[src/rtl/result_writeback_buffer.sv]
// Result write-back buffer: gathers N-wide result rows from the processing units into a
// small FIFO and writes them to RAM at consecutive row addresses, pulsing done per command.
//
// state  | meaning
// IDLE   | waiting for a write command
// ACTIVE | accepting result rows, writes already draining
// DRAIN  | all rows collected, finishing outstanding writes
// DONE   | one-cycle done pulse being issued
module result_writeback_buffer #(
    parameter int DATA_WIDTH          = 32,
    parameter int N                   = 4,
    parameter int MEMORY_ADDRESS_BITS = 64,
    parameter int MAX_MATRIX_LENGTH   = 4096,
    parameter int COUNTER_BITS        = $clog2(MAX_MATRIX_LENGTH + 1),
    parameter int FIFO_DEPTH          = 4,
    parameter int ROW_STRIDE_BYTES    = N * DATA_WIDTH / 8
) (
    input  logic                                clk,
    input  logic                                reset,
    input  logic                                address_valid,
    output logic                                address_ready,
    input  logic [MEMORY_ADDRESS_BITS-1:0]      address_input,
    input  logic [COUNTER_BITS-1:0]             length_input,
    input  logic                                result_valid,
    output logic                                result_ready,
    input  logic [N-1:0][DATA_WIDTH-1:0]        result_data,
    input  logic                                result_last,
    output logic                                mem_write_valid,
    input  logic                                mem_write_ready,
    output logic [MEMORY_ADDRESS_BITS-1:0]      mem_write_address,
    output logic [N-1:0][DATA_WIDTH-1:0]        mem_write_data,
    output logic                                done,
    output logic                                last_error
);

    localparam int PTR_BITS = $clog2(FIFO_DEPTH);
    localparam int PW       = PTR_BITS + 1;
    localparam logic [MEMORY_ADDRESS_BITS-1:0] STRIDE = MEMORY_ADDRESS_BITS'(ROW_STRIDE_BYTES);

    typedef enum logic [1:0] {IDLE, ACTIVE, DRAIN, DONE} state_t;

    state_t                             state_q;
    logic [MEMORY_ADDRESS_BITS-1:0]     base_q;
    logic [COUNTER_BITS-1:0]            length_q;
    logic [COUNTER_BITS-1:0]            in_count_q, in_count_d;
    logic [COUNTER_BITS-1:0]            out_count_q, out_count_d;
    logic [PW-1:0]                      wr_ptr_q, wr_ptr_d;
    logic [PW-1:0]                      rd_ptr_q, rd_ptr_d;
    logic                               done_q;
    logic                               last_error_q;
    logic [N-1:0][DATA_WIDTH-1:0]       fifo_mem_q [FIFO_DEPTH];

    logic fifo_empty, fifo_full, writing, cmd_fire, push, pop, last_row;

    // Extra pointer bit distinguishes full from empty when the indices match.
    assign fifo_empty = (wr_ptr_q == rd_ptr_q);
    assign fifo_full  = (wr_ptr_q[PTR_BITS] != rd_ptr_q[PTR_BITS]) &&
                        (wr_ptr_q[PTR_BITS-1:0] == rd_ptr_q[PTR_BITS-1:0]);
    assign writing    = (state_q == ACTIVE) || (state_q == DRAIN);

    assign address_ready   = (state_q == IDLE);
    assign result_ready    = (state_q == ACTIVE) && !fifo_full && (in_count_q < length_q);
    assign mem_write_valid = writing && !fifo_empty;
    assign mem_write_data  = mem_write_valid ? fifo_mem_q[rd_ptr_q[PTR_BITS-1:0]] : '0;
    assign mem_write_address = base_q + MEMORY_ADDRESS_BITS'(out_count_q) * STRIDE;
    assign done       = done_q;
    assign last_error = last_error_q;

    assign cmd_fire = address_valid && address_ready;
    assign push     = result_valid && result_ready;
    assign pop      = mem_write_valid && mem_write_ready;
    assign last_row = (in_count_q == (length_q - COUNTER_BITS'(1)));

    assign in_count_d  = in_count_q + COUNTER_BITS'(push);
    assign out_count_d = out_count_q + COUNTER_BITS'(pop);
    assign wr_ptr_d    = wr_ptr_q + PW'(push);
    assign rd_ptr_d    = rd_ptr_q + PW'(pop);

    always_ff @(posedge clk) begin
        if (reset) begin
            state_q      <= IDLE;
            base_q       <= '0;
            length_q     <= '0;
            in_count_q   <= '0;
            out_count_q  <= '0;
            wr_ptr_q     <= '0;
            rd_ptr_q     <= '0;
            done_q       <= 1'b0;
            last_error_q <= 1'b0;
        end else begin
            done_q      <= 1'b0;
            wr_ptr_q    <= wr_ptr_d;
            rd_ptr_q    <= rd_ptr_d;
            in_count_q  <= in_count_d;
            out_count_q <= out_count_d;
            case (state_q)
                IDLE: begin
                    if (cmd_fire) begin
                        base_q       <= address_input;
                        length_q     <= length_input;
                        in_count_q   <= '0;
                        out_count_q  <= '0;
                        last_error_q <= 1'b0;
                        state_q      <= (length_input == '0) ? DONE : ACTIVE;
                    end
                end
                ACTIVE: begin
                    if (push && (result_last != last_row))
                        last_error_q <= 1'b1;
                    if (in_count_d == length_q)
                        state_q <= DRAIN;
                end
                DRAIN: begin
                    if (out_count_d == length_q)
                        state_q <= DONE;
                end
                DONE: begin
                    done_q  <= 1'b1;
                    state_q <= IDLE;
                end
                default: state_q <= IDLE;
            endcase
        end
    end

    always_ff @(posedge clk) begin
        if (push)
            fifo_mem_q[wr_ptr_q[PTR_BITS-1:0]] <= result_data;
    end

endmodule

[config.mk]
export PLATFORM = sky130hd
export DESIGN_NAME = result_writeback_buffer
export DESIGN_NICKNAME = d
export VERILOG_FILES = /design/src/rtl/result_writeback_buffer.sv
export SDC_FILE = /design/constraint.sdc
export NUM_CORES = 1
export LEC_CHECK = 0
export CORE_MARGIN = 5
export CORE_UTILIZATION = 48
export CTS_BUF_LIST = sky130_fd_sc_hd__clkbuf_4
export CTS_CLUSTER_DIAMETER = 30
export DETAILED_ROUTE_END_ITERATION = 12
export GPL_TIMING_DRIVEN = 0
export PLACE_DENSITY = 0.83
export SETUP_SLACK_MARGIN = 0.3
export SLEW_MARGIN = 40
export SYNTH_ARGS = -nofsm -noshare
export SYNTH_HDL_FRONTEND = slang
export SYNTH_SLANG_ARGS = --single-unit
[constraint.sdc]
create_clock -name clk -period 16.75 [get_ports clk]
set_clock_uncertainty 0.1 [all_clocks]
set_input_delay 4.1875 -clock clk [delete_from_list [all_inputs] [get_ports clk]]
set_output_delay 4.1875 -clock clk [all_outputs]
set_load 0.05 [all_outputs]
==> results by group, run 1 <==
Run status
  • Outcome: completed

Critical path
  • Worst setup EP type: output pin
  • CP arrival: 4.85 ns
  • Delay of the slowest critical-path stage: 0.90 ns
  • CP bufs+invs: 3
  • CP Data Required Time: around 12 ns
  • Critical Path Start Type: flip-flop
  • Crit Path Class: flip-flop to output pin
  • Largest fanout on the critical path: 10
  • Cell Chain, Critical Path: ha_1 -> inv_1 -> fa_1 -> nor2b_1 -> o21ai_0 -> a21o_1 -> a21oi_1 -> o21bai_1 -> a21oi_1 -> clkbuf_1 -> nand4_1 -> xnor2_1 -> clkdlybuf4s50_1
  • Delay-heaviest family, CP: buffers and inverters
  • Slowest CP cell: clkdlybuf4s50_1
  • Most used cell, CP: a21oi_1

GRT
  • First-pass GRT wire length: 107,000 um
  • GRT Resource Usage Total: around a quarter
  • Initial antenna violation count: 8
  • Pin count of the biggest net entering global routing: 33
  • Grt total ovfl: 0
  • Vias in the first global route: approximately 19,000

Final layout
  • Nets@finish: between 2,000 and 3,000
  • Fillers: 3,911
  • Share of layout cells above drive strength 1: roughly a fifth
  • Register area: between 15,000 and 20,000 um^2
  • Area grow syn2layout: 28.5%
  • Design Area, Final: about 34,000 um^2
  • Utilization after layout: between 60% and 70%
  • Multi-input combinational cell area: 8220 um^2

STA
  • Slew margin rel.: roughly 48%
  • F_max: between 100 and 150 MHz
  • Final setup viols: 0
  • WHS: 0.363 ns
  • Final Max Tran Viols: 0
  • Endpoints failing hold: 0
  • Final Critical Period: 9.14 ns
  • RSZ-0062 raised after global routing: false
  • Worst Max-Slew Pin Slew: ~0.79 ns
  • Tcrit/Tclk final: a little over half

Synth
  • Post-Syn Area: around 26,000 um^2
  • Syn_area_per_cell: about 15 um^2
  • Dominant cell by count in the synthesized netlist: edfxtp_1
  • Syn nets: between 1,500 and 2,000
  • Seq/Total Area, Yosys: approximately 67%
  • Async SR Flop Fraction: 0%
  • Yosys reg bits: about 630
  • Syn. warnings: 0
  • Post-synth top flop: edfxtp_1
  • Synth Instances: ~1,700
  • Yosys cell types: 70
  • Area share of the largest cell type after synthesis: a little under 60%
  • Synth area leader: edfxtp_1
  • EDFF count, synth: between 500 and 600
  • Synth top area cells: edfxtp_1 58%, mux4_2 11%, dfxtp_1 8.6%, nor2b_1 3.3%, nand2_1 2.9%
  • Post-synth top cells: 512 x edfxtp_1, 201 x nand2_1, 140 x nor2b_1

CTS
  • H-tree depth: 4
  • Post-cts resize count: 0
  • Clk root buf: clkbuf_4
  • Cts hold-fix bufs: 0
  • Reg clk slew, reported paths: 0.06 ns
  • Clock buffer depth: 3
  • Clock sink count: 625
  • Inserted Clock Buffers: 160
  • Setup Fix Bufs, Post-CTS: 0
  • Worst-Skew Late Latency: 0.95 ns
  • TritonCTS clock tree: yes

Power
  • VDD IR max: between 0.00009 and 0.0001 V
  • Power per cell area: 117 nW/um^2
  • P_leak: between 10 and 15 nW

Detailed routing
  • Routed Antenna Nets: 0
  • Initial DRC count: around 1,100
  • Via count: 17,500
  • WL/cell: ~22 um
  • Drt via density: ~5.5
  • Post-route DRC: 0
  • First-pass DRT Iterations: 5
  • Post-Route WL: approximately 70,000 um

Floorplan
  • Core Box Area: roughly 55,000 um^2
  • Die X: 245 um
  • FP Rows: 86
  • Starting Density: between 40% and 50%
  • Die Ht: about 240 um
  • Die Footprint: roughly 60,000 um^2
  • IO Pins: around 410

Placed design
  • # port buffers: around 400
  • RePlAce Congestion: just over 0.9
  • HPWL after DPL: between 50,000 and 60,000 um
  • Placed instance area: approximately 32,000 um^2

Flow run
  • Max_cap viols: 0

Min path
  • Min-Delay Path Class: flip-flop to flip-flop
worst paths after layout:
kind	end	cells past startpoint	start	slack [ns]
max	mem_write_address[44]	13	base_q[4]$_SDFFE_PP0P_	7.61
min	base_q[0]$_SDFFE_PP0P_	2	base_q[0]$_SDFFE_PP0P_	0.36
max reg2reg	state_q[0]$_SDFFE_PP0P_	20	length_q[1]$_SDFFE_PP0P_	11.18
min reg2reg	base_q[0]$_SDFFE_PP0P_	2	base_q[0]$_SDFFE_PP0P_	0.36
power breakdown:
group / internal [W] / total (W) / switching, W
sequential: 0.00178 / 0.00183 / 0.0000491
combinational: 0.000353 / 0.000897 / 0.000544
clock: 0.000631 / 0.00124 / 0.000611
total: 0.00276 / 0.00397 / 0.00120
area by class of cell:
class / instances / area share (%)
Clock buffer: 216 / 4.78
Timing Repair Buffer: 487 / 13.8
Buffer: 97 / 1.35
Multi-Input combinational cell: 984 / 24.2
Sequential cell: 625 / 52.0
Inverter: 33 / 0.365
Tap cell: 704 / 2.60
Antenna cell: 5 / 0.0369
Clock inverter: 50 / 0.870
kinds of logic (layout without fill, tap and decap cells):
group	after synthesis	after routing	synth area share, %
other	0	5	0
muxes	133	133	11.1
buffers and inverters	130	883	2.14
AOI/OAI and AO/OA	162	162	3.67
DFF	625	625	66.8
adders and majority gates	40	40	1.92
and+or+nand+nor	536	536	10.6
xor gates and xnor gates	113	113	3.75
state kept, by name, summed over array words and instances, names as in the netlist:
| name | flops |
|---|---|
| base_q | 64 |
| done | 1 |
| fifo_mem_q | 512 |
| in_count_q | 13 |
| last_error | 1 |
| length_q | 13 |
| out_count_q | 13 |
| rd_ptr_q | 3 |
| state_q | 2 |
| wr_ptr_q | 3 |
routing by layer:
| metal | vias to the layer above | GRT usage (%) | wire length (um) |
|---|---|---|---|
| met5 | - | 0 | 63 |
| met4 | 10 | 8.25 | 1860 |
| met3 | 155 | 8.11 | 6020 |
| met2 | 732 | 40.0 | 35500 |
| met1 | 8646 | 27.5 | 26300 |
| li1 | 7913 | - | - |
stage by stage:
stage	cells	power, W	TNS [ns]	worst slack [ns]
after floorplan	1739	0.00243	0	1.85
after global placement	2849	0.00274	-2143.98	-5.94
after detailed placement	2930	0.00275	0	8.65
after CTS	3196	0.00401	0	7.50
after global routing	3200	0.00416	0	7.23
final	3201	0.00397	0	7.61
tightest hold or removal path: cells and delay by family (launching register included):
kind / cells / cell delay, ns
simple gates: 1 / 0.05
compound gates: 1 / 0.05
flops: 1 / 0.31
cells in the final DEF, fill, tap and decap left out, drive strengths merged, types with 9 or more instances in the layout:
master	netlist	layout
edfxtp	512	512
clkdlybuf4s50	0	406
clkbuf	60	277
nand2	201	201
nor2b	140	140
mux4	128	128
buf	36	116
dfxtp	113	113
a21oi	97	97
xnor2	78	78
nor2	51	51
inv	33	41
ha	39	39
clkinv	0	38
xor2	35	35
nand4	26	26
nand3	26	26
nor3	19	19
o21ai	16	16
and3	14	14
and2	12	12
a21o	9	9
nor4b	9	9
Note: power is estimated with default switching activity, not from simulation.
==> run 2, diff against run 1 <==
clock period = 8.5 ns   (was 16.75 ns; I/O delays follow)
==> run 2 against run 1 <==
Net effect: sequential power is 97% higher; clock-buffer cell count increased by 7; register-to-register slack worse by 8.4 ns; via count decreased by 0.82%; cell count barely moved; setup slack got worse by 6.3 ns; wire length is 0.44% lower; critical path depth is the same; combinational power up 97%; worst hold slack worse by 0.0064 ns; non-clock buffer count down 32; die area unchanged; largest cell class unchanged.
==> results by group, run 2 (synthesis gave the netlist of run 1 again) <==
CTS
  • TritonCTS clock tree: yes (unchanged)
  • Setup Fix Bufs, Post-CTS: 0 (unchanged)
  • Inserted Clock Buffers: 164 (was 160)
  • Clk root buf: clkbuf_4 (unchanged)
  • Clock sink count: 625 (unchanged)
  • Worst-Skew Late Latency: 0.98 ns (was 0.95 ns)
  • Cts hold-fix bufs: 0 (unchanged)
  • H-tree depth: 4 (unchanged)
  • Reg clk slew, reported paths: 0.06 ns (about the same)
  • Post-cts resize count: 0 (unchanged)
  • Clock buffer depth: 3 (unchanged)

GRT
  • First-pass GRT wire length: 106,000 um (was 107,000 um)
  • GRT Resource Usage Total: 23.2% (was 23.3%)
  • Initial antenna violation count: 13 (was 8)
  • Grt total ovfl: 0 (unchanged)
  • Vias in the first global route: 18,200 (was 18,500)
  • Pin count of the biggest net entering global routing: 35 (was 33)

STA
  • RSZ-0062 raised after global routing: false (unchanged)
  • Final Critical Period: 7.15 ns
  • Final setup viols: 0 (unchanged)
  • Setup TNS: 0 ns (unchanged)
  • Slew margin rel.: 47.9% (was 47.6%)
  • Final Max Tran Viols: 0 (unchanged)
  • Fin worst setup slack: 1.35 ns (was 7.61 ns)
  • Worst Max-Slew Pin Slew: 0.781 ns (was 0.786 ns)
  • Tcrit/Tclk final: between 80% and 90%
  • Endpoints failing hold: 0 (unchanged)
  • F_max: about 140 MHz

Critical path
  • Critical Path Start Type: flip-flop (unchanged)
  • CP arrival: 4.93 ns (was 4.85 ns)
  • Crit Path Class: flip-flop to output pin (unchanged)
  • CP Data Required Time: 6.28 ns (was 12.46 ns)
  • Largest fanout on the critical path: 10 (unchanged)
  • Worst setup EP type: output pin (unchanged)

Final layout
  • Register area: 17,600 um^2 (unchanged)
  • Area grow syn2layout: 28.8% (was 28.5%)
  • Fillers: 3,904 (was 3,911)
  • Share of layout cells above drive strength 1: 19.2% (was 20.1%)
  • Most frequent cells in the layout: 512 x edfxtp_1, 406 x clkdlybuf4s50_1, 223 x clkbuf_4 (was 512 x edfxtp_1, 406 x clkdlybuf4s50_1, 216 x clkbuf_4)
  • Commonest non-fill, non-tap cell in the layout: edfxtp_1 (unchanged)
  • Nets@finish: 2,611 (was 2,639)
  • Largest register FFs: 512 (unchanged)
  • Multi-input combinational cell area: 8240 um^2 (was 8220 um^2)
  • Utilization after layout: 62.1% (was 62.0%)
  • Final cell count without fillers: 3,200 (was 3,201)

Min path
  • Min-Delay Path Class: flip-flop to flip-flop (unchanged)

Power
  • VDD IR max: 0.000184 V (was 0.0000984 V)
  • P_leak: 11.4 nW (was 11.5 nW)
  • Power per cell area: 232 nW/um^2 (was 117 nW/um^2)

Detailed routing
  • Routed Antenna Nets: 0 (unchanged)
  • Via count: 17,300 (was 17,500)
  • First-pass DRT Iterations: 5 (unchanged)
  • Drt via density: 5.41 (was 5.45)
  • Post-route DRC: 0 (unchanged)
  • WL/cell: 21.7 um (was 21.8 um)
  • Initial DRC count: 1,076 (was 1,098)
  • Post-Route WL: 69,500 um (was 69,800 um)

Floorplan
  • Starting Density: 48.2% (unchanged)
  • Die Footprint: 59,800 um^2 (unchanged)
  • Die Ht: 245 um (unchanged)
  • Die X: 245 um (unchanged)
  • IO Pins: 408 (unchanged)
  • Core Box Area: 54,800 um^2 (unchanged)
  • FP Rows: 86 (unchanged)

Placed design
  • Worst slack, placed: 2.39 ns (was 8.65 ns)
  • HPWL after DPL: 50,100 um (was 50,600 um)
  • RePlAce Congestion: 0.923 (was 0.905)
  • # port buffers: 406 (unchanged)
  • Placed cell count: 2,898 (was 2,930)

Flow run
  • Max_cap viols: 0 (unchanged)

Run status
  • Outcome: completed (unchanged)
run 2: layer usage:
metal  up-vias  global-route usage [%]  wire length [um]
li1       7905                       -                 -
met1      8508                    27.4             26200
met2       733                    38.2             34100
met3       158                    9.72              7070
met4         8                    8.73              2150
met5         -                       0                56
run 2: through the flow:
step,total power (W),cell area (um^2),hold slack [ns]
4_1_cts,0.00796,34000,0.358
3_3_place_gp,0.00537,31400,0.344
6_report,0.00787,34000,0.357
3_5_place_dp,0.00543,31900,0.351
2_1_floorplan,0.00477,26400,0.336
5_1_grt,0.00826,34000,0.367
run 2: final timing paths:
check        slack (ns)  cells after the start                      end                       from
max                1.35                     13    mem_write_address[36]  out_count_q[0]$_SDFF_PP0_
max reg2reg        2.83                     20  state_q[0]$_SDFFE_PP0P_   length_q[1]$_SDFFE_PP0P_
min                0.36                      2   base_q[3]$_SDFFE_PP0P_     base_q[3]$_SDFFE_PP0P_
min reg2reg        0.36                      2   base_q[3]$_SDFFE_PP0P_     base_q[3]$_SDFFE_PP0P_
run 2: power by group:
part           switching [W]  internal, W
clock                0.00124      0.00127
sequential         0.0000984      0.00351
combinational        0.00107     0.000693
run 2: layout make-up:
cell class / count / area share (%)
buffer: 97 / 1.35
inverter: 33 / 0.364
multi-input combinational: 984 / 24.2
antenna: 12 / 0.0883
timing repair buffer: 455 / 13.5
clock inverter: 67 / 1.03
sequential: 625 / 51.9
clock buffer: 223 / 4.92
tap: 704 / 2.59
run 2: worst max-delay path, cell delays in order, from the launching register on:
cell and delay, ns:
dfxtp_1 0.38, ha_1 0.19, inv_1 0.05, fa_1 0.39
nor2b_1 0.14, o21ai_0 0.13, a21o_1 0.21, a21oi_1 0.14
o21bai_1 0.15, a21oi_1 0.38, clkbuf_1 0.47, nand4_1 0.18
xnor2_1 0.28, clkdlybuf4s50_1 0.86
==> run 3, diff against run 2 <==
PLACE_DENSITY = 0.86   (was 0.83)
clock period = 6.3 ns   (was 8.5 ns; I/O delays follow)
==> run 3 against run 2 <==
Net effect: combinational power rose by 35%; via count is 1.1% higher; worst hold slack improved by 0.0076 ns; core utilization grew 0.54 points; first-iteration DRC count is 10% higher; clock-buffer cell count is 5 higher.
==> results by group, run 3 (synthesis gave the netlist of run 1 again) <==
Power
  • Power per cell area: 320 nW/um^2 (was 232 nW/um^2)
  • P_leak: 11.7 nW (was 11.4 nW)
  • VDD IR max: 0.000234 V (was 0.000184 V)

Placed design
  • Placed cell count: 2,901 (was 2,898)
  • # port buffers: 406 (unchanged)
  • Placed instance area: 32,000 um^2 (was 31,900 um^2)
  • RePlAce Congestion: 0.966 (was 0.923)
  • HPWL after DPL: 50,800 um (was 50,100 um)
  • Worst slack, placed: 0.586 ns (was 2.39 ns)

Critical path
  • CP arrival: 4.16 ns (was 4.93 ns)
  • Delay-heaviest family, CP: compound AO/OA/AOI/OAI gates (was buffers and inverters)
  • Cell Chain, Critical Path: ha_1 -> inv_1 -> fa_1 -> nor2b_1 -> o21ai_0 -> a21o_1 -> a21oi_1 -> o21bai_2 -> a21oi_2 -> clkbuf_4 -> nand4_1 -> xnor2_1 -> buf_2 (was ha_1 -> inv_1 -> fa_1 -> nor2b_1 -> o21ai_0 -> a21o_1 -> a21oi_1 -> o21bai_1 -> a21oi_1 -> clkbuf_1 -> nand4_1 -> xnor2_1 -> clkdlybuf4s50_1)
  • Crit Path Class: flip-flop to output pin (unchanged)
  • Largest fanout on the critical path: 10 (unchanged)
  • Critical Path Start Type: flip-flop (unchanged)
  • Worst reg-to-reg setup slack: 1.45 ns (was 2.83 ns)
  • Slowest CP cell: fa_1 (was clkdlybuf4s50_1)
  • Worst setup EP type: output pin (unchanged)
  • Delay of the slowest critical-path stage: 0.41 ns (was 0.86 ns)
  • CP Data Required Time: 4.62 ns (was 6.28 ns)
  • CP bufs+invs: 3 (unchanged)

Final layout
  • Most frequent cells in the layout: 512 x edfxtp_1, 358 x clkdlybuf4s50_1, 230 x clkbuf_4 (was 512 x edfxtp_1, 406 x clkdlybuf4s50_1, 223 x clkbuf_4)
  • Largest register FFs: 512 (unchanged)
  • Commonest non-fill, non-tap cell in the layout: edfxtp_1 (unchanged)
  • Design Area, Final: 34,300 um^2 (was 34,000 um^2)
  • Final cell count without fillers: 3,195 (was 3,200)
  • Area grow syn2layout: 29.9% (was 28.8%)
  • Nets@finish: 2,619 (was 2,611)
  • Share of layout cells above drive strength 1: 21.8% (was 19.2%)

Detailed routing
  • Initial DRC count: 1,187 (was 1,076)
  • WL/cell: 22.2 um (was 21.7 um)
  • First-pass DRT Iterations: 5 (unchanged)
  • Via count: 17,500 (was 17,300)
  • Drt via density: 5.48 (was 5.41)
  • Routed Antenna Nets: 0 (unchanged)
  • Post-route DRC: 0 (unchanged)
  • Post-Route WL: 70,800 um (was 69,500 um)

Flow run
  • Max_cap viols: 0 (unchanged)

Min path
  • Min-Delay Path Class: flip-flop to flip-flop (unchanged)

STA
  • Setup TNS: 0 ns (unchanged)
  • Worst Max-Slew Pin Slew: 0.813 ns (was 0.781 ns)
  • Fin worst setup slack: 0.461 ns (was 1.35 ns)
  • Final Critical Period: ~5.8 ns
  • WHS: 0.365 ns (was 0.357 ns)
  • Final Max Tran Viols: 0 (unchanged)
  • Final setup viols: 0 (unchanged)
  • F_max: 171 MHz
  • Tcrit/Tclk final: slightly above 90%
  • Endpoints failing hold: 0 (unchanged)
  • RSZ-0062 raised after global routing: true (was false)
  • Slew margin rel.: 45.8% (was 47.9%)

CTS
  • Clock sink count: 625 (unchanged)
  • H-tree depth: 4 (unchanged)
  • Clock buffer depth: 3 (unchanged)
  • Clk root buf: clkbuf_4 (unchanged)
  • Reg clk slew, reported paths: 0.06 ns (about the same)
  • TritonCTS clock tree: yes (unchanged)
  • Inserted Clock Buffers: 166 (was 164)
  • Cts hold-fix bufs: 0 (unchanged)
  • Worst-Skew Late Latency: 0.98 ns (about the same)

Floorplan
  • Die X: 245 um (unchanged)
  • Die Footprint: 59,800 um^2 (unchanged)
  • IO Pins: 408 (unchanged)
  • FP Rows: 86 (unchanged)
  • Die Ht: 245 um (unchanged)
  • Starting Density: 48.2% (unchanged)
  • Core Box Area: 54,800 um^2 (unchanged)

GRT
  • Initial antenna violation count: 9 (was 13)
  • Pin count of the biggest net entering global routing: 36 (was 35)
  • First-pass GRT wire length: 107,000 um (was 106,000 um)
  • Vias in the first global route: 18,500 (was 18,200)
  • GRT Resource Usage Total: 23.4% (was 23.2%)
  • Grt total ovfl: 0 (unchanged)

Run status
  • Outcome: completed (unchanged)
==> run 3: changes by cell type in the layout (fill, tap and decap cells not counted), moves of 3 or more <==
cell / before / now
dlymetal6s2s_1: 0 / 3
clkinv_1: 42 / 28
dlygate4sd2_1: 0 / 14
clkbuf_1: 54 / 51
buf_2: 13 / 23
bufinv_16: 1 / 8
buf_6: 28 / 34
clkdlybuf4s15_2: 0 / 16
clkbuf_4: 223 / 230
buf_4: 21 / 24
diode_2: 12 / 5
clkdlybuf4s50_1: 406 / 358
==> run 3: layout make-up <==
type                            count  area (um^2)
Fill cell                        3871        20500
Clock buffer                      228         1710
Inverter                           33          124
Clock inverter                     58          499
Timing Repair Buffer              461         4620
Antenna cell                        5         12.5
Multi-Input combinational cell    984         8320
Buffer                             97          479
Sequential cell                   625        17600
Tap cell                          704          881
==> run 3: final timing paths <==
path,start,to,cells after the start
min reg2reg,base_q[1]$_SDFFE_PP0P_,base_q[1]$_SDFFE_PP0P_,2
max reg2reg,length_q[11]$_SDFFE_PP0P_,state_q[0]$_SDFFE_PP0P_,19
min,base_q[1]$_SDFFE_PP0P_,base_q[1]$_SDFFE_PP0P_,2
max,out_count_q[0]$_SDFF_PP0_,mem_write_address[32],13
==> run 3: power by group <==
| part | switching, W | internal (W) | total, W | leakage [nW] |
|---|---|---|---|---|
| combinational | 0.00146 | 0.000922 | 0.00239 | 4.87 |
| sequential | 0.000133 | 0.00473 | 0.00486 | 5.54 |
| clock | 0.00169 | 0.00202 | 0.00372 | 1.29 |
| total | 0.00329 | 0.00768 | 0.0110 | 11.7 |
==> run 3: metrics by stage <==
step	utilization (%)	total power [W]
finish	62.6	0.0110
global route	62.6	0.0115
CTS	62.6	0.0111
detailed placement	58.5	0.00735
global placement	57.4	0.00726
floorplan	-	0.00645
==> run 3: what timing repair did <==
item,CTS,global route
pin swaps,0,0
buffers inserted,3,0
setup endpoints to repair,89,66
hold endpoints to repair,0,0
resized for setup,121,25
cloned,0,0
==> run 3: worst min-delay path: stages, from the launching register on <==
cell and delay [ns]:
dfxtp_1 0.31, nand2_1 0.05, a21oi_1 0.06
==> run 3: metal layers <==
layer	up-vias	global-route usage (%)	part of all wire [%]	routed length, um
met5	-	0	0.12	88
met4	12	8.14	2.5	1770
met3	148	9.04	9.5	6760
met2	772	39.3	50	35700
met1	8671	27.9	37	26500
li1	7902	-	-	-
